==> config.mk <==
export PLATFORM = sky130hd
export DESIGN_NAME = alu_control_sequencer_flat
export DESIGN_NICKNAME = d
export VERILOG_FILES = /design/src/rtl/alu_control_sequencer_if.sv /design/src/rtl/alu_control_sequencer.sv /design/src/flat_wrapper.sv
export SDC_FILE = /design/constraint.sdc
export NUM_CORES = 1
export LEC_CHECK = 0
export BUFFER_PORTS_ARGS = -buffer_cell sky130_fd_sc_hd__buf_2
export CELL_PAD_IN_SITES_DETAIL_PLACEMENT = 0
export CELL_PAD_IN_SITES_GLOBAL_PLACEMENT = 1
export CORE_MARGIN = 2
export CORE_UTILIZATION = 31
export DETAILED_ROUTE_END_ITERATION = 12
export PLACE_DENSITY_LB_ADDON = 0.1
export SLEW_MARGIN = 10
export SYNTH_ARGS = -nofsm -noshare
export SYNTH_HDL_FRONTEND = slang
export SYNTH_SLANG_ARGS = --single-unit
==> constraint.sdc <==
create_clock -name clock -period 2.5 [get_ports clock]
set_input_delay 0.375 -clock clock [delete_from_list [all_inputs] [get_ports clock]]
set_output_delay 0.375 -clock clock [all_outputs]
set_load 0.02 [all_outputs]
==> src/rtl/alu_control_sequencer_if.sv <==
// rtl/alu_control_sequencer_if.sv - control-strobe bundle between the sequencer and the CPU datapath.
interface alu_control_sequencer_if #(
  parameter int OPW  = 5,
  parameter int CNTW = 16
);
  logic            run;
  logic [31:0]     IR;
  logic            alu_done;

  logic            PCout, Zlowout, Zhighout, MDRout, Rout;
  logic            MARin, PCin, MDRin, IRin, Yin, Zin, Rin, HIin, LOin;
  logic            IncPC, Read;
  logic            Gra, Grb, Grc;
  logic [OPW-1:0]  alu_op;
  logic            busy, halted, illegal;
  logic [CNTW-1:0] instr_count;

  // master is the sequencer side, slave is the datapath/environment side
  modport master (
    input  run, IR, alu_done,
    output PCout, Zlowout, Zhighout, MDRout, Rout,
           MARin, PCin, MDRin, IRin, Yin, Zin, Rin, HIin, LOin,
           IncPC, Read, Gra, Grb, Grc, alu_op, busy, halted, illegal, instr_count
  );

  modport slave (
    output run, IR, alu_done,
    input  PCout, Zlowout, Zhighout, MDRout, Rout,
           MARin, PCin, MDRin, IRin, Yin, Zin, Rin, HIin, LOin,
           IncPC, Read, Gra, Grb, Grc, alu_op, busy, halted, illegal, instr_count
  );
endinterface

==> src/rtl/alu_control_sequencer.sv <==
// rtl/alu_control_sequencer.sv - fetch/decode/execute FSM driving datapath strobes for reg-reg ALU ops.
module alu_control_sequencer #(
  parameter int OPW  = 5,
  parameter int CNTW = 16
) (
  input  logic                    clock,
  input  logic                    clear,
  alu_control_sequencer_if.master bus
);

  localparam logic [OPW-1:0] OP_ADD  = OPW'(5'b00011);
  localparam logic [OPW-1:0] OP_SUB  = OPW'(5'b00100);
  localparam logic [OPW-1:0] OP_AND  = OPW'(5'b00101);
  localparam logic [OPW-1:0] OP_OR   = OPW'(5'b00110);
  localparam logic [OPW-1:0] OP_MUL  = OPW'(5'b01111);
  localparam logic [OPW-1:0] OP_DIV  = OPW'(5'b10000);
  localparam logic [OPW-1:0] OP_NOP  = OPW'(5'b11010);
  localparam logic [OPW-1:0] OP_HALT = OPW'(5'b11011);

  typedef enum logic [3:0] {
    S_IDLE, S_T0, S_T1, S_T2, S_T3, S_T4, S_T5, S_T6, S_HALT
  } state_t;

  state_t          state_q;
  logic            halted_q;
  logic            illegal_q;
  logic [CNTW-1:0] count_q;

  logic [OPW-1:0]  opcode;
  logic            is_alu, is_muldiv, is_nop, is_halt;
  state_t          retire_state;
  logic            ir_unused;

  assign opcode    = bus.IR[31 -: OPW];
  assign ir_unused = ^bus.IR[31-OPW:0];

  always_comb begin
    is_alu    = (opcode == OP_ADD) || (opcode == OP_SUB) ||
                (opcode == OP_AND) || (opcode == OP_OR);
    is_muldiv = (opcode == OP_MUL) || (opcode == OP_DIV);
    is_nop    = (opcode == OP_NOP);
    is_halt   = (opcode == OP_HALT);
  end

  // run is consulted only here and in IDLE, so dropping it never aborts an instruction
  assign retire_state = bus.run ? S_T0 : S_IDLE;

  always_ff @(posedge clock) begin
    if (clear) begin
      state_q   <= S_IDLE;
      halted_q  <= 1'b0;
      illegal_q <= 1'b0;
      count_q   <= '0;
    end else begin
      case (state_q)
        S_IDLE: if (bus.run) state_q <= S_T0;
        S_T0:   state_q <= S_T1;
        S_T1:   state_q <= S_T2;
        S_T2:   state_q <= S_T3;
        S_T3: begin
          if (is_alu || is_muldiv) begin
            state_q <= S_T4;
          end else if (is_nop) begin
            count_q <= count_q + 1'b1;
            state_q <= retire_state;
          end else if (is_halt) begin
            count_q  <= count_q + 1'b1;
            halted_q <= 1'b1;
            state_q  <= S_HALT;
          end else begin
            halted_q  <= 1'b1;
            illegal_q <= 1'b1;
            state_q   <= S_HALT;
          end
        end
        S_T4: if (!is_muldiv || bus.alu_done) state_q <= S_T5;
        S_T5: begin
          if (is_muldiv) begin
            state_q <= S_T6;
          end else begin
            count_q <= count_q + 1'b1;
            state_q <= retire_state;
          end
        end
        S_T6: begin
          count_q <= count_q + 1'b1;
          state_q <= retire_state;
        end
        S_HALT: state_q <= S_HALT;
        default: state_q <= S_IDLE;
      endcase
    end
  end

  always_comb begin
    bus.PCout    = 1'b0;
    bus.Zlowout  = 1'b0;
    bus.Zhighout = 1'b0;
    bus.MDRout   = 1'b0;
    bus.Rout     = 1'b0;
    bus.MARin    = 1'b0;
    bus.PCin     = 1'b0;
    bus.MDRin    = 1'b0;
    bus.IRin     = 1'b0;
    bus.Yin      = 1'b0;
    bus.Zin      = 1'b0;
    bus.Rin      = 1'b0;
    bus.HIin     = 1'b0;
    bus.LOin     = 1'b0;
    bus.IncPC    = 1'b0;
    bus.Read     = 1'b0;
    bus.Gra      = 1'b0;
    bus.Grb      = 1'b0;
    bus.Grc      = 1'b0;
    bus.alu_op   = '0;
    case (state_q)
      S_T0: begin
        bus.PCout = 1'b1;
        bus.MARin = 1'b1;
        bus.IncPC = 1'b1;
        bus.Zin   = 1'b1;
      end
      S_T1: begin
        bus.Zlowout = 1'b1;
        bus.PCin    = 1'b1;
        bus.Read    = 1'b1;
        bus.MDRin   = 1'b1;
      end
      S_T2: begin
        bus.MDRout = 1'b1;
        bus.IRin   = 1'b1;
      end
      S_T3: begin
        // MUL/DIV read the Ra field into Y; two-operand ALU ops read Rb
        bus.Rout = is_alu || is_muldiv;
        bus.Yin  = is_alu || is_muldiv;
        bus.Grb  = is_alu;
        bus.Gra  = is_muldiv;
      end
      S_T4: begin
        bus.Rout   = 1'b1;
        bus.Zin    = 1'b1;
        bus.Grc    = !is_muldiv;
        bus.Grb    = is_muldiv;
        bus.alu_op = opcode;
      end
      S_T5: begin
        bus.Zlowout = 1'b1;
        bus.LOin    = is_muldiv;
        bus.Gra     = !is_muldiv;
        bus.Rin     = !is_muldiv;
      end
      S_T6: begin
        bus.Zhighout = 1'b1;
        bus.HIin     = 1'b1;
      end
      default: ;
    endcase
  end

  assign bus.busy        = (state_q != S_IDLE) && (state_q != S_HALT);
  assign bus.halted      = halted_q;
  assign bus.illegal     = illegal_q;
  assign bus.instr_count = count_q;

endmodule

==> src/flat_wrapper.sv <==
// flat-port wrapper written by rule: the top's interface ports become plain ports
module alu_control_sequencer_flat 
#(
  parameter int OPW  = 5,
  parameter int CNTW = 16
)
  (clock, clear, bus_run, bus_IR, bus_alu_done, bus_PCout, bus_Zlowout, bus_Zhighout, bus_MDRout, bus_Rout, bus_MARin, bus_PCin, bus_MDRin, bus_IRin, bus_Yin, bus_Zin, bus_Rin, bus_HIin, bus_LOin, bus_IncPC, bus_Read, bus_Gra, bus_Grb, bus_Grc, bus_alu_op, bus_busy, bus_halted, bus_illegal, bus_instr_count);
  alu_control_sequencer_if #(.OPW(OPW), .CNTW(CNTW)) bus_i ();
  input  logic clock;
  input  logic clear;
  input wire logic [$bits(bus_i.run)-1:0] bus_run;
  input wire logic [$bits(bus_i.IR)-1:0] bus_IR;
  input wire logic [$bits(bus_i.alu_done)-1:0] bus_alu_done;
  output wire logic [$bits(bus_i.PCout)-1:0] bus_PCout;
  output wire logic [$bits(bus_i.Zlowout)-1:0] bus_Zlowout;
  output wire logic [$bits(bus_i.Zhighout)-1:0] bus_Zhighout;
  output wire logic [$bits(bus_i.MDRout)-1:0] bus_MDRout;
  output wire logic [$bits(bus_i.Rout)-1:0] bus_Rout;
  output wire logic [$bits(bus_i.MARin)-1:0] bus_MARin;
  output wire logic [$bits(bus_i.PCin)-1:0] bus_PCin;
  output wire logic [$bits(bus_i.MDRin)-1:0] bus_MDRin;
  output wire logic [$bits(bus_i.IRin)-1:0] bus_IRin;
  output wire logic [$bits(bus_i.Yin)-1:0] bus_Yin;
  output wire logic [$bits(bus_i.Zin)-1:0] bus_Zin;
  output wire logic [$bits(bus_i.Rin)-1:0] bus_Rin;
  output wire logic [$bits(bus_i.HIin)-1:0] bus_HIin;
  output wire logic [$bits(bus_i.LOin)-1:0] bus_LOin;
  output wire logic [$bits(bus_i.IncPC)-1:0] bus_IncPC;
  output wire logic [$bits(bus_i.Read)-1:0] bus_Read;
  output wire logic [$bits(bus_i.Gra)-1:0] bus_Gra;
  output wire logic [$bits(bus_i.Grb)-1:0] bus_Grb;
  output wire logic [$bits(bus_i.Grc)-1:0] bus_Grc;
  output wire logic [$bits(bus_i.alu_op)-1:0] bus_alu_op;
  output wire logic [$bits(bus_i.busy)-1:0] bus_busy;
  output wire logic [$bits(bus_i.halted)-1:0] bus_halted;
  output wire logic [$bits(bus_i.illegal)-1:0] bus_illegal;
  output wire logic [$bits(bus_i.instr_count)-1:0] bus_instr_count;
  assign bus_i.run = bus_run;
  assign bus_i.IR = bus_IR;
  assign bus_i.alu_done = bus_alu_done;
  assign bus_PCout = bus_i.PCout;
  assign bus_Zlowout = bus_i.Zlowout;
  assign bus_Zhighout = bus_i.Zhighout;
  assign bus_MDRout = bus_i.MDRout;
  assign bus_Rout = bus_i.Rout;
  assign bus_MARin = bus_i.MARin;
  assign bus_PCin = bus_i.PCin;
  assign bus_MDRin = bus_i.MDRin;
  assign bus_IRin = bus_i.IRin;
  assign bus_Yin = bus_i.Yin;
  assign bus_Zin = bus_i.Zin;
  assign bus_Rin = bus_i.Rin;
  assign bus_HIin = bus_i.HIin;
  assign bus_LOin = bus_i.LOin;
  assign bus_IncPC = bus_i.IncPC;
  assign bus_Read = bus_i.Read;
  assign bus_Gra = bus_i.Gra;
  assign bus_Grb = bus_i.Grb;
  assign bus_Grc = bus_i.Grc;
  assign bus_alu_op = bus_i.alu_op;
  assign bus_busy = bus_i.busy;
  assign bus_halted = bus_i.halted;
  assign bus_illegal = bus_i.illegal;
  assign bus_instr_count = bus_i.instr_count;
  alu_control_sequencer #(.OPW(OPW), .CNTW(CNTW)) u_core (.clock(clock), .clear(clear), .bus(bus_i));
endmodule
# Word-level counts from Yosys, hierarchy flattened
# Index checks and enable logic that the tools add are counted.
# classes
addsub,1
n_mul,0
div,0
magnitude_cmp,0
eq_ne,22
n_shift,0
mux,26
n_bitwise,3
reduce_logical,17
# op_table
op,n
two-way mux 16 bit,4
one-hot mux 16 bit (3 select lines),1
one-hot mux 4 bit (9 select lines),1
two-way mux 4 bit,5
"adder 16 x 1 -> 16 bit, second input constant",1
"== test 4 x 3 -> 1 bit, second input constant",4
"== test 5 x 3 -> 1 bit, second input constant",3
"== test 5 bit, second input constant",3
two-way mux 1 bit,11
"== test 4 x 2 -> 1 bit, second input constant",2
AND reduction 4 bit,2
logical OR 1 bit,6
"!= test 2 bit, second input constant",3
one-hot mux 1 bit (2 select lines),3
"== test 5 x 2 -> 1 bit, second input constant",1
"== test 5 x 4 -> 1 bit, second input constant",1
two-way mux 5 bit,1
"== test 4 x 1 -> 1 bit, second input constant",1
"== test 4 bit, second input constant",1
logical NOT 4 bit,1
"!= test 4 bit, second input constant",1
nonzero test 4 bit,1
OR reduction 2 bit,2
"!= test 3 x 1 -> 1 bit, second input constant",1
other kinds (7),9
# totals
regBits,22
latch_bits,0
mem_bits_rw,0
rom_bits,0
inputBits,36
output_inout_bits,43
elab_cells,73
memories,0

# Logic depth before layout (Yosys ltp)
# Gate-level depths: netlist (run 1).
# logic_depth
depth_word,7
ltp_mapped,7
ltp_nobuf,5

# Worst setup path after synthesis (run 1)
# Ideal clock, no wire load.
# synth_path
path_type,reg-to-output
from,reg u_core.state_q[1]
to,out bus_PCin
arrival_time_ps,1841
required_ps,2125
slack_ps,284
path_stages_with_launch,5
n_path_buf,2
path_cell_list,dfxtp_1 buf_2 nor3b_1 and2_1 buf_4
# synth_between
elab_chain_len,2
# synth_rtl
element,line_no,text
from (decl),alu_control_sequencer.sv:24,state_t state_q;
from (signal assigned),alu_control_sequencer.sv:65,state_q <= retire_state;
from (signal assigned),alu_control_sequencer.sv:82,state_q <= retire_state;
from (signal assigned),alu_control_sequencer.sv:87,state_q <= retire_state;
== test 4 x 2 -> 1 bit,n/a,
two-way mux 1 bit,n/a,
to (decl),flat_wrapper.sv:20,output wire logic [$bits(bus_i.PCin)-1:0] bus_PCin;
# Every way passes these cells.

# Worst setup path in the final report (run 1)
# layout_path
from,in bus_IR[31]
to,out bus_Grb
# layout_between
elab_chain_len,5
word_cells_on_any_way,11
cone_classes,eq/ne (6); mux (1); reduce/logical (4)
# layout_rtl
element,line_no,text
from (decl),flat_wrapper.sv:12,input wire logic [$bits(bus_i.IR)-1:0] bus_IR;
== test 5 x 2 -> 1 bit or == test 5 x 3 -> 1 bit (tied branches),alu_control_sequencer.sv:38,is_alu = (opcode == OP_ADD) || (opcode == OP_SUB) ||
logical OR 1 bit (2 in a row),alu_control_sequencer.sv:38,
logical OR 1 bit,alu_control_sequencer.sv:39,(opcode == OP_AND) || (opcode == OP_OR);
one-hot mux 1 bit (2 select lines) *,alu_control_sequencer.sv:116,case (state_q)
to (decl),flat_wrapper.sv:31,output wire logic [$bits(bus_i.Grb)-1:0] bus_Grb;
# Mark *: on every way between the ends. The rest lies on a longest branch, timed or not.

==> results.toml, run 1 <==
[setup_path]
crit_arrival_ns = 1.83
cp_max_fo = 9
crit_type = "input pin to primary output"
cpMostUsedCell = "buf_2"
cpLargestDelayFamily = "simple AND/OR/NAND/NOR gates"
crit_slowest_cell = "or3b_4"
max_stage_delay_ns = 0.45
crit_chain = "buf_2 -> or3b_4 -> o22ai_4 -> nand3_1 -> o41ai_1 -> buf_2"
rr_worst_depth = 5
path_buf_inv = 2
critPathLaunchType = "input pin"
crit_cells = 6
cp.required_ns = 2.12
end_kind = "primary output"

[die]
dieWidth_um = 73.9
core_area_sq_um = 4720
row_count = 25
fp.dieArea_sq_um = 5450
start_util_pct = 32.0
ios = 79
die_h_um = 73.9

[status]
status = "complete, no violations"

[synth]
ys_ff_latch = 22
yosysTopAreaCell = "dfxtp_1"
netlist_area_sq_um = 1510
synthDistinctLibCells = 52
postSynthCellCount = 179
synth_area_leaders = "dfxtp_1 29%, xnor2_1 8.1%, nor2_1 5.7%, nand2_1 3.7%, a21oi_1 3.0%"
synth-main-ff-cell = "dfxtp_1"
ys.warnings.count = 0
synth_top_area_share_pct = 29.1
syn_nets = 216
async_reset_ff_share_pct = 0
synth.avg_cell_area_sq_um = 8.45
ys_seq_area_share_pct = 29.1
synth-edff-count = 0

[clocking]
cts_resized = 0
clockRootBuffer = "clkbuf_8"
htreeDepth = 1
cts_tree = "done"
ctsHoldBuffers = 0
clock_latency_ns = 0.27
clockBufferDepth = 2
numCtsBuffers = 3
cts_sinks = 22
cts.reportedPaths.clkPinSlew_ns = 0.08
cts_setup_buffers = 0

[place]
io_buffers = 51
dpl_cell_area_sq_um = 1780
place_congestion = 0.714
hpwl_mm = 2.92

[grt]
antenna_found_initial = 0
track_usage_pct = 15.3
grt_pass1_wl_mm = 6.52
grt_start_max_net_pins = 23
globalRouteOverflowTotal = 0
grt_pass1_vias = 1340

[power_and_ir_drop]
power_leakage_nw = 0.738
ir_drop_uv = 154
powerDensity_nw_per_um2 = 415

[timing]
relSlewSlack_pct = 69.7
fmax_mhz = 454
fin_crit_ns = 2.20
holdWs_ns = 0.339
fin_skew_ns = 0.00251
drv_slew = 0
setup_viol = 0
tns_ns = 0
worstMarginPinSlew_ns = 0.454
rsz0062_at_grt = "false"
post-route-period-util_pct = 88.2
hold_viol_final = 0

[detailed_routing]
viasPerCell = 4.95
ant_nets = 0
finalWirelength_mm = 3.90
drtPass1Iterations = 4
route.vias.total = 1436
drcViolationCount = 0
drtIter0Drc = 70
wl_per_cell_um = 13.5

[cells_and_area]
syn_to_final_growth_pct = 21.3
fill_cells = 509
drive_gt1_share_pct = 34.1
final_area_sq_um = 1840
layout_common_cells = "51 x buf_2, 23 x nor2_1, 22 x dfxtp_1, 15 x nand2_1, 14 x xnor2_1"
fin_nets = 261
antenna_cells = 0
layout_commonest_cell = "buf_2"

[worst_hold_path]
worstHoldPathType = "input pin to flop"
whs_path_depth = 2

[job]
drv_cap = 0
==> worst paths after layout <==
path / start / slack, ns / end
max: bus_IR[31] / 0.30 / bus_Grb
min: bus_alu_done / 0.34 / u_core.state_q[0]
max reg2reg: u_core.state_q[0] / 0.53 / u_core.bus.instr_count[15]
min reg2reg: u_core.bus.halted / 0.45 / u_core.bus.halted
==> flip-flops by register name, indices dropped and copies added, names as in the netlist <==
| signal | cells |
|---|---|
| u_core.bus.instr_count | 16 |
| u_core.state_q | 4 |
| u_core.bus.halted | 1 |
| u_core.bus.illegal | 1 |
==> power by group <==
group	internal [mW]	total, mW	switching, mW
clock network	0.141	0.262	0.121
logic	0.0495	0.140	0.0907
registers	0.353	0.360	0.00613
==> cells by family (layout without fill, tap and decap cells) <==
group | count (synthesis) | in the layout | synth area share (%)
simple gates | 78 | 78 | 28.0
compound gates | 38 | 38 | 22.0
flops | 22 | 22 | 29.1
buf+inv | 21 | 65 | 8.44
xor+xnor | 16 | 16 | 9.26
mux | 3 | 3 | 2.32
fa+ha+maj | 1 | 1 | 0.827
==> cell type report <==
class                      count  area, sq um  area share (%)
clock buffer                   4         55.1            3.00
tap                           67         83.8            4.57
sequential                    22          440            24.0
timing repair buffer          56          293            16.0
inverter                       5         18.8            1.02
multi-input combinational    136          945            51.5
==> cells in the mapped netlist, types with 3 or more instances <==
cell and n:
nor3_1 3, nor2_1 23, nand4_1 4, xnor2_1 14, a211oi_1 4, and4_1 3
nand2_1 15, a21oi_1 9, o21ai_0 4, dfxtp_1 22, inv_1 5, buf_2 3
nor2b_1 3, nand3_1 7, and3_1 4, buf_4 6, buf_6 3, clkbuf_1 4
a2111oi_2 3
==> through the flow <==
step / total power, mW / std cells / setup slack [ns] / utilization, %
floorplan: 0.477 / 179 / 0.284 / -
global placement: 0.507 / 286 / 0.269 / 37.7
detailed placement: 0.508 / 286 / 0.295 / 37.7
CTS: 0.771 / 290 / 0.292 / 38.9
global route: 0.799 / 290 / 0.205 / 38.9
finish: 0.762 / 290 / 0.295 / 38.9
==> layer usage <==
| layer | vias up | wire length [um] | track usage (%) |
|---|---|---|---|
| li1 | 726 | - | - |
| met5 | - | 0 | 0 |
| met3 | 5 | 201 | 1.78 |
| met4 | 0 | 56 | 6.06 |
| met2 | 46 | 1810 | 25.9 |
| met1 | 659 | 1840 | 19.8 |
==> worst reg2reg max path, stage by stage, from the launching register on <==
cell and delay, ns:
dfxtp_1 0.41, or2_0 0.26, o21a_1 0.30, a21o_1 0.22, or3_4 0.38, mux2_4 0.30
Power figures use the tool's default switching activity.
==> run 2: changes to the inputs <==
--- a/config.mk
+++ b/config.mk
@@ -5,12 +5,14 @@
 export SDC_FILE = /design/constraint.sdc
 export NUM_CORES = 1
 export LEC_CHECK = 0
-export BUFFER_PORTS_ARGS = -buffer_cell sky130_fd_sc_hd__buf_2
+export ABC_CLOCK_PERIOD_IN_PS = 2500
 export CELL_PAD_IN_SITES_DETAIL_PLACEMENT = 0
 export CELL_PAD_IN_SITES_GLOBAL_PLACEMENT = 1
 export CORE_MARGIN = 2
-export CORE_UTILIZATION = 31
+export CORE_UTILIZATION = 35
 export DETAILED_ROUTE_END_ITERATION = 12
+export DONT_BUFFER_PORTS = 1
+export GPL_TIMING_DRIVEN = 0
 export PLACE_DENSITY_LB_ADDON = 0.1
 export SLEW_MARGIN = 10
 export SYNTH_ARGS = -nofsm -noshare
==> results.toml, run 2 (synthesized netlist as in run 1, its figures left out) <==
[setup_path]
rr_worst_depth = 5
cp_max_fo = 12
r2r_setup_slack_ns = 0.41
regToRegStartpoint = "u_core.bus.instr_count[6]"
crit_chain = "nor3b_4 -> inv_1 -> nor2_2 -> buf_4"
end_kind = "primary output"
crit_type = "flop to primary output"
r2r-end = "u_core.bus.instr_count[15]"
critPathLaunchType = "flop"
cp.required_ns = 2.12
max_stage_delay_ns = 0.59
crit_slowest_cell = "dfxtp_1"
crit_arrival_ns = 1.96

[die]
ios = 79
fp.dieArea_sq_um = 4860
row_count = 23
core_area_sq_um = 4090
dieWidth_um = 69.7
die_h_um = 69.7
start_util_pct = 37.0

[grt]
grt_pass1_vias = 1235
grt_start_max_net_pins = 13
track_usage_pct = 15.4
globalRouteOverflowTotal = 0
grt_pass1_wl_mm = 6.09
antenna_found_initial = 0

[timing]
relSlewSlack_pct = 55.7
setup_viol = 0
tns_ns = 0
drv_slew = 0
setup_slack_ns = 0.163
hold_viol_final = 0
fmax_mhz = 428
post-route-period-util_pct = 93.5
fin_crit_ns = 2.34
fin_skew_ns = 0.00488
rsz0062_at_grt = "false"
holdWs_ns = 0.229
worstMarginPinSlew_ns = 0.660

[detailed_routing]
route.vias.total = 1285
ant_nets = 0
finalWirelength_mm = 3.77
drcViolationCount = 0
drtIter0Drc = 105
viasPerCell = 5.52
drtPass1Iterations = 4
wl_per_cell_um = 16.2

[cells_and_area]
layout_common_cells = "22 x nor2_1, 22 x dfxtp_1, 15 x nand2_1, 14 x xnor2_1, 9 x a21oi_1"
antenna_cells = 0
fin_nets = 221
fill_cells = 449
largest_reg_flops = 16
final_util_pct = 40.8
syn_to_final_growth_pct = 10.2
drive_gt1_share_pct = 19.7

[power_and_ir_drop]
power_leakage_nw = 0.527
powerDensity_nw_per_um2 = 452
ir_drop_uv = 259

[status]
status = "complete, no violations"

[clocking]
clock_latency_ns = 0.26
cts_sinks = 22
clockRootBuffer = "clkbuf_8"
htreeDepth = 1
clockBufferDepth = 2
cts.reportedPaths.clkPinSlew_ns = 0.08
cts_tree = "done"
numCtsBuffers = 3

[worst_hold_path]
min_from = "bus_alu_done"
hold_end = "u_core.state_q[0]"
worstHoldPathType = "input pin to flop"
whs_path_depth = 1

[place]
hpwl_mm = 2.79
io_buffers = 0
place_ws_ns = 0.0259
place_congestion = 0.756

[job]
drv_cap = 0
run 2: cell types whose count changed in the layout (fill, tap and decap cells not counted):
cell	change
buf_2	-48
buf_6	+3
clkbuf_1	+3
nor3b_4	+2
buf_4	+1
nor2_1	-1
nor2_2	+1
nor3b_1	-1
o41ai_1	-1
o41ai_2	+1
run 2: through the flow:
step / cells / total power, mW / area (sq um)
after floorplan: 179 / 0.477 / 1510
after global placement: 229 / 0.496 / 1580
after detailed placement: 229 / 0.497 / 1580
after CTS: 234 / 0.762 / 1660
after global routing: 233 / 0.788 / 1670
final: 233 / 0.753 / 1670
run 2: worst max-delay path by stage:
| stage | start | end | slack, ns | depth (start not counted) |
|---|---|---|---|---|
| floorplan | u_core.state_q[1] | bus_PCin | 0.28 | 4 |
| global placement | u_core.state_q[1] | bus_Read | 0.05 | 4 |
| detailed placement | u_core.state_q[0] | bus_MARin | 0.03 | 5 |
| CTS | u_core.state_q[0] | bus_MARin | 0.03 | 5 |
| global route | u_core.state_q[0] | bus_MARin | 0.06 | 4 |
| finish | u_core.state_q[0] | bus_MARin | 0.16 | 4 |
run 2: area by class of cell:
class,count,area [sq um],share of cell area [%]
inverters,5,18.8,1.13
flip-flops and latches,22,440,26.4
plain buffers,15,105,6.31
well taps,50,62.6,3.75
multi-input cells,137,985,59.1
clock buffers,4,55.1,3.30
run 2: per-layer routing:
layer	vias up	GRT usage [%]	share of wire, %
li1	651	-	-
met1	599	21.1	48
met2	33	23.3	45
met3	2	5.96	7.0
met4	0	2.56	0.48
met5	-	0	0
run 2: critical path: cells and delay by family (launching register included):
kind / cells / cell delay, ns
flip-flops: 1 / 0.59
buffers and inverters: 2 / 0.35
AND/OR/NAND/NOR: 2 / 0.76
run 2: timing repair:
item                                    CTS  global route
hold buffers                              0             0
cloned                                    1             0
setup buffers                             0             0
endpoints found under the setup margin    9             5
resized for setup                         4             1
run 2: report_power, final:
part | switching, mW | internal, mW | leakage [nW]
sequential | 0.00825 | 0.354 | 0.178
clock | 0.116 | 0.140 | 0.0288
combinational | 0.0861 | 0.0493 | 0.321
